<file path="src/rtl/key_num_entry.sv">
// Pushbutton numeric entry: synchronizes and debounces four active-low keys and turns
// their press events into a held, handshaked 8-bit signed value with overrun tracking.
module key_num_entry #(
  parameter int unsigned DEBOUNCE_CYCLES = 50000
) (
  input  logic              clk,
  input  logic              rst_n,
  input  logic [7:0]        SW,
  input  logic [3:0]        KEY,
  output logic signed [7:0] num,
  output logic              num_valid,
  input  logic              num_ready,
  output logic              overrun,
  output logic              sat
);

  localparam int unsigned NK = 4;
  localparam int unsigned CW = 20;
  localparam logic [CW-1:0] CNT_MAX = CW'(DEBOUNCE_CYCLES - 1);

  logic [NK-1:0] sync1;
  logic [NK-1:0] sync2;
  logic [NK-1:0] press;
  logic [1:0]    flush;

  // Two-flop synchronizer; flush marks when sync2 reflects real pin levels after reset.
  always_ff @(posedge clk or negedge rst_n) begin
    if (!rst_n) begin
      sync1 <= '1;
      sync2 <= '1;
      flush <= '0;
    end else begin
      sync1 <= KEY;
      sync2 <= sync1;
      flush <= {flush[0], 1'b1};
    end
  end

  for (genvar k = 0; k < NK; k++) begin : g_key
    logic [CW-1:0] cnt_q;
    logic          db_q;
    logic          armed_q;
    logic          press_q;
    logic          last_q;
    logic          counting;

    // A key is armed only after it has been seen released (stably) since reset,
    // so a key held through reset cannot produce a press.
    always_comb begin
      counting = (sync2[k] != db_q) || (flush[1] && !armed_q && sync2[k] && db_q);
    end

    always_ff @(posedge clk or negedge rst_n) begin
      if (!rst_n) begin
        cnt_q   <= '0;
        db_q    <= 1'b1;
        armed_q <= 1'b0;
        press_q <= 1'b0;
        last_q  <= 1'b1;
      end else begin
        press_q <= 1'b0;
        last_q  <= sync2[k];
        if (!counting) begin
          cnt_q <= '0;
        end else if (sync2[k] != last_q) begin
          cnt_q <= CW'(1);
        end else if (cnt_q == CNT_MAX) begin
          cnt_q <= '0;
          db_q  <= sync2[k];
          if (sync2[k]) armed_q <= 1'b1;
          else          press_q <= armed_q;
        end else begin
          cnt_q <= cnt_q + CW'(1);
        end
      end
    end

    assign press[k] = press_q;
  end

  logic              negate;
  logic              load;
  logic              load_sat;
  logic signed [7:0] load_val;

  // CANCEL (press[2]) outranks NEGATE, which outranks ENTER.
  always_comb begin
    negate   = press[1];
    load     = press[1] | press[0];
    load_sat = 1'b0;
    load_val = SW;
    if (negate) begin
      if (SW == 8'h80) begin
        load_val = 8'h7F;
        load_sat = 1'b1;
      end else begin
        load_val = 8'd0 - SW;
      end
    end
  end

  always_ff @(posedge clk or negedge rst_n) begin
    if (!rst_n) begin
      num       <= '0;
      num_valid <= 1'b0;
      overrun   <= 1'b0;
      sat       <= 1'b0;
    end else begin
      if (press[3]) overrun <= 1'b0;
      if (press[2]) begin
        num_valid <= 1'b0;
        num       <= '0;
        sat       <= 1'b0;
      end else if (load) begin
        if (!num_valid || num_ready) begin
          num       <= load_val;
          sat       <= load_sat;
          num_valid <= 1'b1;
        end else begin
          overrun   <= 1'b1;
        end
      end else if (num_valid && num_ready) begin
        num_valid <= 1'b0;
      end
    end
  end

endmodule
</file>
<file path="config.mk">
export PLATFORM = sky130hd
export DESIGN_NAME = key_num_entry
export DESIGN_NICKNAME = d
export VERILOG_FILES = /design/src/rtl/key_num_entry.sv
export SDC_FILE = /design/constraint.sdc
export NUM_CORES = 1
export LEC_CHECK = 0
export CAP_MARGIN = 20
export CORE_ASPECT_RATIO = 0.8
export CORE_MARGIN = 2
export CORE_UTILIZATION = 45
export DETAILED_ROUTE_END_ITERATION = 16
export PLACE_DENSITY_LB_ADDON = 0.25
export SLEW_MARGIN = 20
export SYNTH_ARGS = -nofsm -noshare
export SYNTH_HDL_FRONTEND = slang
export SYNTH_SLANG_ARGS = --single-unit
</file>
<file path="constraint.sdc">
create_clock -name clk -period 2.05 [get_ports clk]
set_input_delay 0.615 -clock clk [delete_from_list [all_inputs] [get_ports clk]]
set_output_delay 0.615 -clock clk [all_outputs]
set_load 0.01 [all_outputs]
</file>
==> report_table.html, run 1 <==
<table>
<tr><th>Metric</th><th>Value</th></tr>
<tr><th colspan="2">Detailed routing</th></tr>
<tr><td>Count of TritonRoute iterations in the first routing pass</td><td>4</td></tr>
<tr><td>Number of DRC violations after detailed routing</td><td>0</td></tr>
<tr><td>Drt first-iter violations</td><td>287</td></tr>
<tr><td>Final WL</td><td>12,000 um</td></tr>
<tr><td>Via-per-instance ratio</td><td>around 5.4</td></tr>
<tr><td>Detail Route Antenna Nets</td><td>0</td></tr>
<tr><td>WL per Instance</td><td>14.4 um</td></tr>
<tr><td>Vias after detailed routing</td><td>4,500</td></tr>
<tr><th colspan="2">Place</th></tr>
<tr><td>Post-DP HPWL</td><td>8420 um</td></tr>
<tr><td>Routability-driven placement congestion ratio</td><td>0.923</td></tr>
<tr><td>Number of port buffers</td><td>25</td></tr>
<tr><td>Worst-case setup slack after placement</td><td>-0.134 ns</td></tr>
<tr><th colspan="2">Timing</th></tr>
<tr><td>Peak clock frequency supported by timing</td><td>a little over 500 MHz</td></tr>
<tr><td>Setup ws final</td><td>0.106 ns</td></tr>
<tr><td>Total count of hold-check failures in the final report</td><td>0</td></tr>
<tr><td>Crit path time final</td><td>slightly below 2 ns</td></tr>
<tr><td>Unrepaired setup endpoints after global routing</td><td>false</td></tr>
<tr><td># setup viols final</td><td>0</td></tr>
<tr><td>Period utilisation layout</td><td>a little over nine tenths</td></tr>
<tr><td>Final number of max-transition violations</td><td>0</td></tr>
<tr><td>Worst clock skew on the final layout</td><td>0.0110 ns</td></tr>
<tr><th colspan="2">Clock network</th></tr>
<tr><td>CTS sink count</td><td>117</td></tr>
<tr><td>Post-CTS Hold Buffers</td><td>0</td></tr>
<tr><td>Clock root buffer</td><td>sky130_fd_sc_hd__clkbuf_16</td></tr>
<tr><td>Post-CTS Setup Bufs</td><td>0</td></tr>
<tr><td>Clock latency on the worst-skew pair</td><td>0.41 ns</td></tr>
<tr><td>Clock-pin transition on the worst setup and hold timing paths</td><td>~0.050 ns</td></tr>
<tr><td>CTS tree</td><td>done</td></tr>
<tr><td>Max H-tree Level</td><td>4</td></tr>
<tr><td>Maximum root-to-sink buffer count</td><td>2</td></tr>
<tr><td>Post-CTS resize count</td><td>0</td></tr>
<tr><td>Total clock buffers created by CTS</td><td>17</td></tr>
<tr><th colspan="2">Synth</th></tr>
<tr><td>Count leader, synth</td><td>sky130_fd_sc_hd__dfrtp_1</td></tr>
<tr><td>Xor/xnor cell area share of the yosys netlist</td><td>8.97%</td></tr>
<tr><td>Net count after synthesis</td><td>between 600 and 700</td></tr>
<tr><td>Total of flip-flops plus latches after synthesis</td><td>about 120</td></tr>
<tr><td>Post-synthesis simple-gate area fraction</td><td>roughly a quarter</td></tr>
<tr><td>Synth Area in Compound Gates</td><td>8.35%</td></tr>
<tr><td>Proportion of synthesized chip area in sequential cells</td><td>50.3%</td></tr>
<tr><td>Fraction of post-synthesis cell area in the top cell type by area</td><td>43.1%</td></tr>
<tr><td>Average cell area after synthesis</td><td>~10 sq um</td></tr>
<tr><td>Synth cell count leaders</td><td>101 x sky130_fd_sc_hd__dfrtp_1, 73 x sky130_fd_sc_hd__nor2_1, 48 x sky130_fd_sc_hd__xnor2_1</td></tr>
<tr><td>Gate count of the mapped netlist</td><td>588</td></tr>
<tr><td>Cell type with the highest aggregate area in the netlist</td><td>sky130_fd_sc_hd__dfrtp_1</td></tr>
<tr><td>Arithmetic-cell share of the synthesized area counting full adders, half adders and majority gates</td><td>1.92%</td></tr>
<tr><td>Primary flip-flop cell chosen by synthesis mapping</td><td>sky130_fd_sc_hd__dfrtp_1</td></tr>
<tr><td>Mux share of post-synthesis cell area</td><td>1.45%</td></tr>
<tr><td>Largest cells by area after synthesis</td><td>sky130_fd_sc_hd__dfrtp_1 43%, sky130_fd_sc_hd__dfstp_2 7.2%, sky130_fd_sc_hd__xnor2_1 7.2%</td></tr>
<tr><td>Dominant combinational cell family by area after synthesis</td><td>simple AND/OR/NAND/NOR gates</td></tr>
<tr><td>Number of unique standard cell types used by synthesis</td><td>57</td></tr>
<tr><td>Cell area after technology mapping</td><td>5860 sq um</td></tr>
<tr><td>Number of enable flip-flop cells after synthesis</td><td>0</td></tr>
<tr><td>Synth warnings</td><td>0</td></tr>
<tr><td>Proportion of register bits with asynchronous set or reset after synthesis</td><td>100%</td></tr>
<tr><th colspan="2">Pwr</th></tr>
<tr><td>Peak supply drop</td><td>~0.00056 V</td></tr>
<tr><td>Cell internal power dissipation</td><td>4.37 mW</td></tr>
<tr><td>Part of the total power dissipated in the clock network</td><td>52.6%</td></tr>
<tr><td>Leakage power total</td><td>2.78 nW</td></tr>
<tr><td>Switching power as a share of total power</td><td>20.9%</td></tr>
<tr><td>Sequential group share of total power</td><td>approximately 43%</td></tr>
<tr><td>Switching power summed over all nets</td><td>1.15 mW</td></tr>
<tr><td>PnR Total Power</td><td>5.52 mW</td></tr>
<tr><td>PD cells</td><td>roughly 780 nW/um^2</td></tr>
<tr><td>Comb power frac</td><td>4.3%</td></tr>
<tr><th colspan="2">Worst setup path</th></tr>
<tr><td>Standard cell with the maximum stage delay on the critical path</td><td>sky130_fd_sc_hd__clkdlybuf4s50_1</td></tr>
<tr><td>Type of element capturing the critical path</td><td>output port</td></tr>
<tr><td>Crit-path leading delay family</td><td>buffers and inverters</td></tr>
<tr><td>CP Data Arrival Time</td><td>1.33 ns</td></tr>
<tr><td>Worst Path Buf+Inv</td><td>1</td></tr>
<tr><td>CP Data Required Time</td><td>about 1.4 ns</td></tr>
<tr><td>Kind of start point of the critical path</td><td>register</td></tr>
<tr><td>Category of the critical setup timing path</td><td>register to output port</td></tr>
<tr><td>Delay of the slowest critical-path stage</td><td>0.56 ns</td></tr>
<tr><td>Top fanout value on the critical path</td><td>2</td></tr>
<tr><td>Critical-path cell list</td><td>clkdlybuf4s50_1</td></tr>
<tr><th colspan="2">Run status</th></tr>
<tr><td>Run status</td><td>complete, no violations</td></tr>
<tr><th colspan="2">Worst hold path</th></tr>
<tr><td>Kind of path behind the tightest hold check</td><td>input pin to asynchronous set/reset pin</td></tr>
<tr><th colspan="2">GRT</th></tr>
<tr><td>Global-route wire length before repair</td><td>21,200 um</td></tr>
<tr><td>Via count of the first global-routing pass</td><td>4,442</td></tr>
<tr><td>Total overflow reported by the global router</td><td>0</td></tr>
<tr><td>Number of antenna violations at the first check in global routing</td><td>0</td></tr>
<tr><td>Pin count of the biggest net entering global routing</td><td>37</td></tr>
<tr><td>Total GRT Usage</td><td>18.6%</td></tr>
<tr><th colspan="2">Finish</th></tr>
<tr><td>Share of final-layout standard cells stronger than drive strength 1</td><td>14.6%</td></tr>
<tr><td>Synthesis-to-layout area growth</td><td>21.1%</td></tr>
<tr><td>Final nets</td><td>675</td></tr>
<tr><td>Antenna diode count</td><td>0</td></tr>
<tr><th colspan="2">Die</th></tr>
<tr><td>Die Ht</td><td>106 um</td></tr>
<tr><td>Initial cell density of the core</td><td>45.8%</td></tr>
<tr><td>Placeable core region</td><td>12,800 sq um</td></tr>
<tr><td>X dimension of the die</td><td>132 um</td></tr>
<tr><td>Number of primary I/O pins</td><td>26</td></tr>
<tr><td>Total Die Area</td><td>14,000 sq um</td></tr>
<tr><td>Standard-cell rows</td><td>37</td></tr>
<tr><th colspan="2">Flow run</th></tr>
<tr><td># Max-Cap Violations</td><td>0</td></tr>
</table>
==> cell families after synthesis <==
family                   after synthesis
AO/OA/AOI/OAI                         73
XOR/XNOR                              60
adder cells (fa/ha/maj)                9
buffers and inverters                 36
flip-flops                           117
multiplexers                           8
other                                  1
AND/OR/NAND/NOR                      284
==> power groups by stage <==
stage	Sequential (mW)	Combinational, mW	Clock, mW
4_1_cts	2.38	0.242	2.96
5_1_grt	2.38	0.269	3.08
6_report	2.38	0.236	2.90
2_1_floorplan	2.41	0.0963	0
3_3_place_gp	2.41	0.236	0
3_5_place_dp	2.42	0.240	0
==> state kept, by name, indices dropped and copies added (netlist names) <==
register,count
g_key.last_q,4
g_key.armed_q,4
g_key.press_q,4
g_key.db_q,4
sync1,4
num_valid,1
num,8
overrun,1
g_key.cnt_q,80
sync2,4
sat,1
flush,2
==> routing by layer <==
| metal | vias up | global-route usage [%] | share of wire [%] |
|---|---|---|---|
| met2 | 70 | 27.6 | 44 |
| met5 | - | 0 | 0 |
| met4 | 0 | 6.29 | 0.74 |
| li1 | 2240 | - | - |
| met3 | 9 | 4.53 | 3.2 |
| met1 | 2181 | 26.9 | 52 |
==> final cells by class <==
type	instances	area, sq um
fill	1134	5680
multi-input combinational	435	2750
inverter	24	90.1
sequential	117	2950
clock buffer	28	507
tap	175	219
timing repair buffer	56	518
clock inverter	4	70.1
==> final timing paths <==
path                              startpoint       endpoint  slack, ns  depth (start not counted)
min in group clk                    flush[0]       flush[1]       0.35                          0
hold reg to reg                     flush[0]       flush[1]       0.35                          0
max in group asynchronous              rst_n       sync1[2]       1.28                          2
setup / recovery                     overrun        overrun       0.11                          1
setup reg to reg           g_key[1].cnt_q[7]  g_key[1].db_q       0.11                          4
hold / removal                         rst_n         num[0]       0.16                          1
==> cells in the final DEF, fill, tap and decap left out, types with 8 or more instances in the layout <==
master,instances
sky130_fd_sc_hd__o31ai_1,9
sky130_fd_sc_hd__nor2_1,73
sky130_fd_sc_hd__nand2_1,42
sky130_fd_sc_hd__and3_1,8
sky130_fd_sc_hd__dfrtp_1,101
sky130_fd_sc_hd__clkdlybuf4s50_1,24
sky130_fd_sc_hd__nor4_1,31
sky130_fd_sc_hd__o21ai_0,10
sky130_fd_sc_hd__buf_4,29
sky130_fd_sc_hd__nand3_1,27
sky130_fd_sc_hd__xor2_1,12
sky130_fd_sc_hd__dfstp_2,16
sky130_fd_sc_hd__nor3_1,28
sky130_fd_sc_hd__or4_1,11
sky130_fd_sc_hd__inv_1,24
sky130_fd_sc_hd__ha_1,9
sky130_fd_sc_hd__nand4_1,25
sky130_fd_sc_hd__clkbuf_16,17
sky130_fd_sc_hd__xnor2_1,48
sky130_fd_sc_hd__a21oi_1,20
==> through the flow <==
step,hold WS [ns],setup TNS [ns],utilization [%],area (sq um),std cells
3_5_place_dp,0.347,-0.485,51.0,6520,807
6_report,0.160,0,55.5,7100,839
4_1_cts,0.172,0,55.5,7100,839
3_3_place_gp,0.333,-0.684,51.0,6520,807
2_1_floorplan,0.319,0,-,5860,588
5_1_grt,0.189,0,55.5,7100,839
Note: power is estimated with default switching activity, not from simulation.
==> run 2, diff against run 1 <==
CELL_PAD_IN_SITES_DETAIL_PLACEMENT = 0   (was default)
CELL_PAD_IN_SITES_GLOBAL_PLACEMENT = 1   (was default)
==> report_table.html, run 2 (same netlist as run 1, synthesis figures left out) <==
<table>
<tr><th>Metric</th><th>Value</th></tr>
<tr><th colspan="2">Pwr</th></tr>
<tr><td>Peak supply drop</td><td>0.000572 V (+1.5%)</td></tr>
<tr><td>PnR Total Power</td><td>5.65 mW (+2.3%)</td></tr>
<tr><td>Leakage power total</td><td>2.78 nW (-0.14%)</td></tr>
<tr><td>PD cells</td><td>794 nW/um^2 (+2.1%)</td></tr>
<tr><th colspan="2">Flow run</th></tr>
<tr><td># Max-Cap Violations</td><td>0 (unchanged)</td></tr>
<tr><th colspan="2">GRT</th></tr>
<tr><td>Pin count of the biggest net entering global routing</td><td>52 (+41%)</td></tr>
<tr><td>Number of antenna violations at the first check in global routing</td><td>0 (unchanged)</td></tr>
<tr><td>Global-route wire length before repair</td><td>21,600 um (+1.5%)</td></tr>
<tr><td>Total GRT Usage</td><td>19.1% (+0.46 points)</td></tr>
<tr><td>Total overflow reported by the global router</td><td>0 (unchanged)</td></tr>
<tr><td>Via count of the first global-routing pass</td><td>4,434 (-0.18%)</td></tr>
<tr><th colspan="2">Clock network</th></tr>
<tr><td>Clock latency on the worst-skew pair</td><td>0.42 ns (about the same)</td></tr>
<tr><td>CTS tree</td><td>done</td></tr>
<tr><td>Post-CTS Hold Buffers</td><td>0 (unchanged)</td></tr>
<tr><td>Post-CTS Setup Bufs</td><td>0 (unchanged)</td></tr>
<tr><td>Maximum root-to-sink buffer count</td><td>2 (unchanged)</td></tr>
<tr><td>CTS sink count</td><td>117 (unchanged)</td></tr>
<tr><td>Clock root buffer</td><td>sky130_fd_sc_hd__clkbuf_16</td></tr>
<tr><td>Clock-pin transition on the worst setup and hold timing paths</td><td>0.06 ns (about the same)</td></tr>
<tr><td>Total clock buffers created by CTS</td><td>17 (unchanged)</td></tr>
<tr><td>Max H-tree Level</td><td>4 (unchanged)</td></tr>
<tr><th colspan="2">Die</th></tr>
<tr><td>Die Ht</td><td>106 um (unchanged)</td></tr>
<tr><td>Initial cell density of the core</td><td>45.8% (unchanged)</td></tr>
<tr><td>Placeable core region</td><td>12,800 sq um (unchanged)</td></tr>
<tr><td>Number of primary I/O pins</td><td>26 (unchanged)</td></tr>
<tr><td>X dimension of the die</td><td>132 um (unchanged)</td></tr>
<tr><td>Standard-cell rows</td><td>37 (unchanged)</td></tr>
<tr><td>Total Die Area</td><td>14,000 sq um (unchanged)</td></tr>
<tr><th colspan="2">Finish</th></tr>
<tr><td>Area of the multi-input gates</td><td>2750 sq um (+0.18%)</td></tr>
<tr><td>Synthesis-to-layout area growth</td><td>21.4%</td></tr>
<tr><td>Most frequent cells in the layout</td><td>101 x sky130_fd_sc_hd__dfrtp_1, 73 x sky130_fd_sc_hd__nor2_1, 48 x sky130_fd_sc_hd__xnor2_1, 42 x sky130_fd_sc_hd__nand2_1, 31 x sky130_fd_sc_hd__nor4_1</td></tr>
<tr><td>Antenna diode count</td><td>0 (unchanged)</td></tr>
<tr><td>Area of all sequential standard cells</td><td>2950 sq um (unchanged)</td></tr>
<tr><td>Most common library cell in the layout ignoring fill and taps</td><td>sky130_fd_sc_hd__dfrtp_1</td></tr>
<tr><td>Cell area after layout</td><td>7110 sq um (+0.25%)</td></tr>
<tr><td>Top flop regs</td><td>g_key.cnt_q x80, num x8</td></tr>
<tr><td>Share of final-layout standard cells stronger than drive strength 1</td><td>15.7% (+1.1 points)</td></tr>
<tr><td>Final core occ</td><td>55.7% (+0.14 points)</td></tr>
<tr><td>Biggest register</td><td>g_key.cnt_q</td></tr>
<tr><td>Filler instances</td><td>1,177 (+3.8%)</td></tr>
<tr><td>Final nets</td><td>674 (-0.15%)</td></tr>
<tr><td>Flip-flop count of the largest register after layout</td><td>80 (unchanged)</td></tr>
<tr><th colspan="2">Worst setup path</th></tr>
<tr><td>Crit-path leading delay family</td><td>buffers and inverters</td></tr>
<tr><td>Top fanout value on the critical path</td><td>2 (unchanged)</td></tr>
<tr><td>Critical-path cell list</td><td>clkdlybuf4s50_1</td></tr>
<tr><td>CP Data Arrival Time</td><td>1.36 ns (+0.03 ns)</td></tr>
<tr><td>CP Data Required Time</td><td>1.43 ns (about the same)</td></tr>
<tr><td>Kind of start point of the critical path</td><td>register</td></tr>
<tr><td>Delay of the slowest critical-path stage</td><td>0.57 ns (about the same)</td></tr>
<tr><td>Standard cell with the maximum stage delay on the critical path</td><td>sky130_fd_sc_hd__clkdlybuf4s50_1</td></tr>
<tr><td>Worst Path Buf+Inv</td><td>1 (unchanged)</td></tr>
<tr><td>Type of element capturing the critical path</td><td>output port</td></tr>
<tr><td>Category of the critical setup timing path</td><td>register to output port</td></tr>
<tr><th colspan="2">Run status</th></tr>
<tr><td>Run status</td><td>complete, no violations</td></tr>
<tr><th colspan="2">Detailed routing</th></tr>
<tr><td>Detail Route Antenna Nets</td><td>0 (unchanged)</td></tr>
<tr><td>Count of TritonRoute iterations in the first routing pass</td><td>5 (+1)</td></tr>
<tr><td>WL per Instance</td><td>14.7 um (+2.6%)</td></tr>
<tr><td>Number of DRC violations after detailed routing</td><td>0 (unchanged)</td></tr>
<tr><td>Vias after detailed routing</td><td>4,582 (+1.8%)</td></tr>
<tr><td>Drt first-iter violations</td><td>278 (-3.1%)</td></tr>
<tr><td>Final WL</td><td>12,300 um (+2.5%)</td></tr>
<tr><td>Via-per-instance ratio</td><td>5.47 (+1.9%)</td></tr>
<tr><th colspan="2">Timing</th></tr>
<tr><td>Crit path time final</td><td>1.97 ns (+0.0259 ns)</td></tr>
<tr><td>Final number of max-transition violations</td><td>0 (unchanged)</td></tr>
<tr><td>Worst slew margin relative to its limit</td><td>60.5%</td></tr>
<tr><td>Slew at the pin closest to its max-slew limit</td><td>just under 0.6 ns</td></tr>
<tr><td># setup viols final</td><td>0 (unchanged)</td></tr>
<tr><td>Peak clock frequency supported by timing</td><td>508 MHz (-1.3%)</td></tr>
<tr><td>Total count of hold-check failures in the final report</td><td>0 (unchanged)</td></tr>
<tr><td>Worst clock skew on the final layout</td><td>0.0147 ns (+0.00366 ns)</td></tr>
<tr><td>Period utilisation layout</td><td>96.1% (+1.3 points)</td></tr>
<tr><td>Unrepaired setup endpoints after global routing</td><td>false</td></tr>
<tr><th colspan="2">Place</th></tr>
<tr><td>Post-DP HPWL</td><td>8620 um (+2.4%)</td></tr>
<tr><td>Routability-driven placement congestion ratio</td><td>0.833 (-9.8%)</td></tr>
<tr><td>Number of port buffers</td><td>25 (unchanged)</td></tr>
<tr><td>Placed Instance Area</td><td>6500 sq um (-0.31%)</td></tr>
<tr><th colspan="2">Worst hold path</th></tr>
<tr><td>Kind of path behind the tightest hold check</td><td>input pin to asynchronous set/reset pin</td></tr>
</table>
-- run 2: repair_timing --
action	CTS	global route
gates resized for setup	0	1
setup endpoints to repair	0	3
hold endpoints to repair	0	0
-- run 2: layout make-up --
type                       count  share of cell area [%]
tap                          175                    3.08
multi-input combinational    435                    38.7
clock inverter                13                    2.20
timing repair buffer          55                    7.00
sequential                   117                    41.4
clock buffer                  19                    6.37
inverter                      24                    1.27
-- run 2: final timing paths --
| kind | depth (start not counted) | slack [ns] | endpoint | from |
|---|---|---|---|---|
| worst min register to register | 0 | 0.36 | sync2[1] | sync1[1] |
| worst min-delay path | 1 | 0.11 | g_key[2].cnt_q[15] | rst_n |
| max in group asynchronous | 2 | 1.29 | g_key[0].last_q | rst_n |
| worst max-delay path | 1 | 0.08 | overrun | overrun |
| min in group clk | 0 | 0.36 | sync2[1] | sync1[1] |
| worst max register to register | 4 | 0.10 | g_key[0].cnt_q[2] | g_key[0].cnt_q[12] |
-- run 2: through the flow --
step / cells / TNS (ns) / hold WS, ns / setup WS [ns]
global route: 838 / 0 / 0.119 / 0.0138
CTS: 838 / 0 / 0.116 / 0.0643
floorplan: 588 / 0 / 0.319 / 0.176
finish: 838 / 0 / 0.109 / 0.0799
detailed placement: 806 / -0.296 / 0.342 / -0.142
global placement: 806 / -0.222 / 0.334 / -0.124
-- run 2: routing by layer --
metal,track usage (%),vias to the layer above,wire [um]
met5,0,-,0
met4,5.20,0,145
met3,6.01,14,533
met2,28.3,91,5390
met1,27.2,2238,6270
li1,-,2239,-
-- run 2: report_power, final --
group	leakage (nW)	internal [mW]	switching, mW
Clock	0.287	1.96	1.08
Combinational	0.932	0.0880	0.137
Sequential	1.56	2.35	0.0283
==> run 3, diff against run 2 <==
REMOVE_ABC_BUFFERS = 1   (was default)
==> report_table.html, run 3 (same netlist as run 1, synthesis figures left out) <==
<table>
<tr><th>Metric</th><th>Value</th></tr>
<tr><th colspan="2">Finish</th></tr>
<tr><td>Most common library cell in the layout ignoring fill and taps</td><td>sky130_fd_sc_hd__dfrtp_1</td></tr>
<tr><td>Biggest register</td><td>g_key.cnt_q</td></tr>
<tr><td>Synthesis-to-layout area growth</td><td>22.6%</td></tr>
<tr><td>Share of final-layout standard cells stronger than drive strength 1</td><td>15.6% (-0.071 points)</td></tr>
<tr><td>Flip-flop count of the largest register after layout</td><td>80 (unchanged)</td></tr>
<tr><td>Area of the multi-input gates</td><td>2750 sq um (-0.18%)</td></tr>
<tr><td>Final nets</td><td>677 (+0.45%)</td></tr>
<tr><td>Top flop regs</td><td>g_key.cnt_q x80, num x8</td></tr>
<tr><td>Antenna diode count</td><td>0 (unchanged)</td></tr>
<tr><td>Area of all sequential standard cells</td><td>2950 sq um (unchanged)</td></tr>
<tr><td>Most frequent cells in the layout</td><td>101 x sky130_fd_sc_hd__dfrtp_1, 73 x sky130_fd_sc_hd__nor2_1, 48 x sky130_fd_sc_hd__xnor2_1, 42 x sky130_fd_sc_hd__nand2_1, 31 x sky130_fd_sc_hd__nor4_1</td></tr>
<tr><td>Filler instances</td><td>1,124 (-4.5%)</td></tr>
<tr><th colspan="2">Worst setup path</th></tr>
<tr><td>CP Data Required Time</td><td>2.39 ns (+0.96 ns)</td></tr>
<tr><td>Startpoint of the most critical register-to-register path</td><td>g_key[0].cnt_q[12]</td></tr>
<tr><td>Standard cell with the maximum stage delay on the critical path</td><td>sky130_fd_sc_hd__or4b_1</td></tr>
<tr><td>Kind of start point of the critical path</td><td>register</td></tr>
<tr><td>Register-to-register setup slack</td><td>0.08 ns (-0.02 ns)</td></tr>
<tr><td>Type of element capturing the critical path</td><td>register</td></tr>
<tr><td>R2R depth</td><td>4 (unchanged)</td></tr>
<tr><td>Critical-path cell list</td><td>or4b_1 &gt; or3_4 &gt; nor3_1 &gt; mux2_2</td></tr>
<tr><td>Delay of the slowest critical-path stage</td><td>0.55 ns (-0.02 ns)</td></tr>
<tr><td>Worst reg2reg path endpoint</td><td>g_key[0].db_q</td></tr>
<tr><td>Category of the critical setup timing path</td><td>register to register</td></tr>
<tr><td>Worst Path Buf+Inv</td><td>0 (-1)</td></tr>
<tr><td>Top fanout value on the critical path</td><td>4 (+2)</td></tr>
<tr><td>CP Data Arrival Time</td><td>2.31 ns (+0.95 ns)</td></tr>
<tr><td>Crit-path leading delay family</td><td>simple AND/OR/NAND/NOR gates</td></tr>
<tr><th colspan="2">Timing</th></tr>
<tr><td># setup viols final</td><td>0 (unchanged)</td></tr>
<tr><td>Total count of hold-check failures in the final report</td><td>0 (unchanged)</td></tr>
<tr><td>Final Hold Slack</td><td>0.105 ns (-0.00417 ns)</td></tr>
<tr><td>Worst clock skew on the final layout</td><td>0.00954 ns (-0.00512 ns)</td></tr>
<tr><td>Crit path time final</td><td>1.97 ns (-0.000171 ns)</td></tr>
<tr><td>Period utilisation layout</td><td>96.1% (about the same)</td></tr>
<tr><td>Unrepaired setup endpoints after global routing</td><td>false</td></tr>
<tr><td>Final number of max-transition violations</td><td>0 (unchanged)</td></tr>
<tr><td>Peak clock frequency supported by timing</td><td>508 MHz (about the same)</td></tr>
<tr><th colspan="2">Detailed routing</th></tr>
<tr><td>WL per Instance</td><td>15.0 um (+1.6%)</td></tr>
<tr><td>Drt first-iter violations</td><td>331 (+19%)</td></tr>
<tr><td>Number of DRC violations after detailed routing</td><td>0 (unchanged)</td></tr>
<tr><td>Detail Route Antenna Nets</td><td>0 (unchanged)</td></tr>
<tr><td>Via-per-instance ratio</td><td>5.52 (+0.93%)</td></tr>
<tr><td>Count of TritonRoute iterations in the first routing pass</td><td>5 (unchanged)</td></tr>
<tr><td>Vias after detailed routing</td><td>4,641 (+1.3%)</td></tr>
<tr><td>Final WL</td><td>12,600 um (+2.0%)</td></tr>
<tr><th colspan="2">Place</th></tr>
<tr><td>Routability-driven placement congestion ratio</td><td>0.876 (+5.2%)</td></tr>
<tr><td>Number of port buffers</td><td>25 (unchanged)</td></tr>
<tr><td>Post-DP HPWL</td><td>8930 um (+3.6%)</td></tr>
<tr><th colspan="2">Clock network</th></tr>
<tr><td>Maximum root-to-sink buffer count</td><td>2 (unchanged)</td></tr>
<tr><td>Total clock buffers created by CTS</td><td>17 (unchanged)</td></tr>
<tr><td>Post-CTS resize count</td><td>0 (unchanged)</td></tr>
<tr><td>Clock-pin transition on the worst setup and hold timing paths</td><td>0.06 ns (about the same)</td></tr>
<tr><td>Max H-tree Level</td><td>4 (unchanged)</td></tr>
<tr><td>Clock latency on the worst-skew pair</td><td>0.41 ns (about the same)</td></tr>
<tr><td>Clock root buffer</td><td>sky130_fd_sc_hd__clkbuf_16</td></tr>
<tr><td>CTS tree</td><td>done</td></tr>
<tr><td>CTS sink count</td><td>117 (unchanged)</td></tr>
<tr><th colspan="2">Die</th></tr>
<tr><td>Total Die Area</td><td>14,000 sq um (unchanged)</td></tr>
<tr><td>Placeable core region</td><td>12,800 sq um (unchanged)</td></tr>
<tr><td>Die Ht</td><td>106 um (unchanged)</td></tr>
<tr><td>Standard-cell rows</td><td>37 (unchanged)</td></tr>
<tr><td>Number of primary I/O pins</td><td>26 (unchanged)</td></tr>
<tr><td>X dimension of the die</td><td>132 um (unchanged)</td></tr>
<tr><td>Initial cell density of the core</td><td>45.8% (unchanged)</td></tr>
<tr><th colspan="2">GRT</th></tr>
<tr><td>Most Crowded Layer GR</td><td>met2</td></tr>
<tr><td>Number of antenna violations at the first check in global routing</td><td>0 (unchanged)</td></tr>
<tr><td>Global Route met1 Usage</td><td>28.4% (+1.2 points)</td></tr>
<tr><td>Met2 track demand over resource in global routing</td><td>29.8% (+1.5 points)</td></tr>
<tr><td>Via count of the first global-routing pass</td><td>4,668 (+5.3%)</td></tr>
<tr><td>Met3 capacity usage during global routing</td><td>4.86% (-1.1 points)</td></tr>
<tr><td>Total GRT Usage</td><td>19.8% (+0.68 points)</td></tr>
<tr><td>Global-route wire length before repair</td><td>22,400 um (+3.7%)</td></tr>
<tr><td>Pin count of the biggest net entering global routing</td><td>29 (-44%)</td></tr>
<tr><td>Total overflow reported by the global router</td><td>0 (unchanged)</td></tr>
<tr><th colspan="2">Pwr</th></tr>
<tr><td>PnR Total Power</td><td>5.80 mW (+2.7%)</td></tr>
<tr><td>PD cells</td><td>808 nW/um^2 (+1.7%)</td></tr>
<tr><td>Peak supply drop</td><td>0.000592 V (+3.6%)</td></tr>
<tr><td>Leakage power total</td><td>2.83 nW (+1.8%)</td></tr>
<tr><th colspan="2">Flow run</th></tr>
<tr><td># Max-Cap Violations</td><td>0 (unchanged)</td></tr>
<tr><th colspan="2">Run status</th></tr>
<tr><td>Run status</td><td>complete, no violations</td></tr>
<tr><th colspan="2">Worst hold path</th></tr>
<tr><td>Kind of path behind the tightest hold check</td><td>input pin to asynchronous set/reset pin</td></tr>
</table>
==> run 3: changes by cell type in the layout (fill, tap and decap cells not counted), sizes merged <==
cell	previous run	this run
bufinv	3	4
buf	31	34
clkinv	5	4
clkbuf	19	23
clkinvlp	5	1
==> run 3: power by group <==
part	switching (mW)	internal (mW)
sequential	0.0289	2.35
clock	1.03	2.15
combinational	0.138	0.0980
total	1.20	4.60
==> run 3: what timing repair did <==
| action | 4_1_cts | 5_1_grt |
|---|---|---|
| setup endpoints to repair | 0 | 16 |
| hold buffers | 0 | 0 |
| setup buffers | 0 | 1 |
==> run 3: worst max path at each step <==
stage,endpoint,cells past startpoint,start,slack [ns]
3_3_place_gp,num[5],5,SW[2],-0.13
2_1_floorplan,g_key[1].cnt_q[10],4,g_key[1].cnt_q[12],0.17
3_5_place_dp,num[5],5,SW[2],-0.13
5_1_grt,g_key[0].db_q,4,g_key[0].cnt_q[12],0.03
4_1_cts,g_key[0].cnt_q[12],4,g_key[0].cnt_q[12],0.02
6_report,g_key[0].db_q,4,g_key[0].cnt_q[12],0.08
==> run 3: final cells by class <==
type                            count  share of cell area (%)
Sequential cell                   117                    41.0
Multi-Input combinational cell    435                    38.2
Timing Repair Buffer               58                    7.59
Clock buffer                       23                    6.79
Tap cell                          175                    3.05
Clock inverter                      9                    2.06
Inverter                           24                    1.25
==> run 3: through the flow <==
step	utilization, %	setup slack (ns)	cell area [sq um]	std cells	TNS [ns]
finish	56.2	0.0800	7180	841	0
global route	56.2	0.0287	7180	841	0
CTS	56.1	0.0177	7160	840	0
detailed placement	51.1	-0.132	6530	808	-0.305
global placement	51.1	-0.127	6530	808	-0.252
floorplan	-	0.168	5780	576	0
==> run 3: metal layers <==
metal | routed length [um] | part of all wire [%]
met4 | 95 | 0.75
met2 | 5560 | 44
met5 | 0 | 0
met1 | 6470 | 51
met3 | 462 | 3.7
==> run 3: worst register-to-register path, cell delays in order, from the launching register on <==
cell and delay, ns:
sky130_fd_sc_hd__dfrtp_1 0.41, sky130_fd_sc_hd__or4b_1 0.55, sky130_fd_sc_hd__or3_4 0.39, sky130_fd_sc_hd__nor3_1 0.19, sky130_fd_sc_hd__mux2_2 0.35
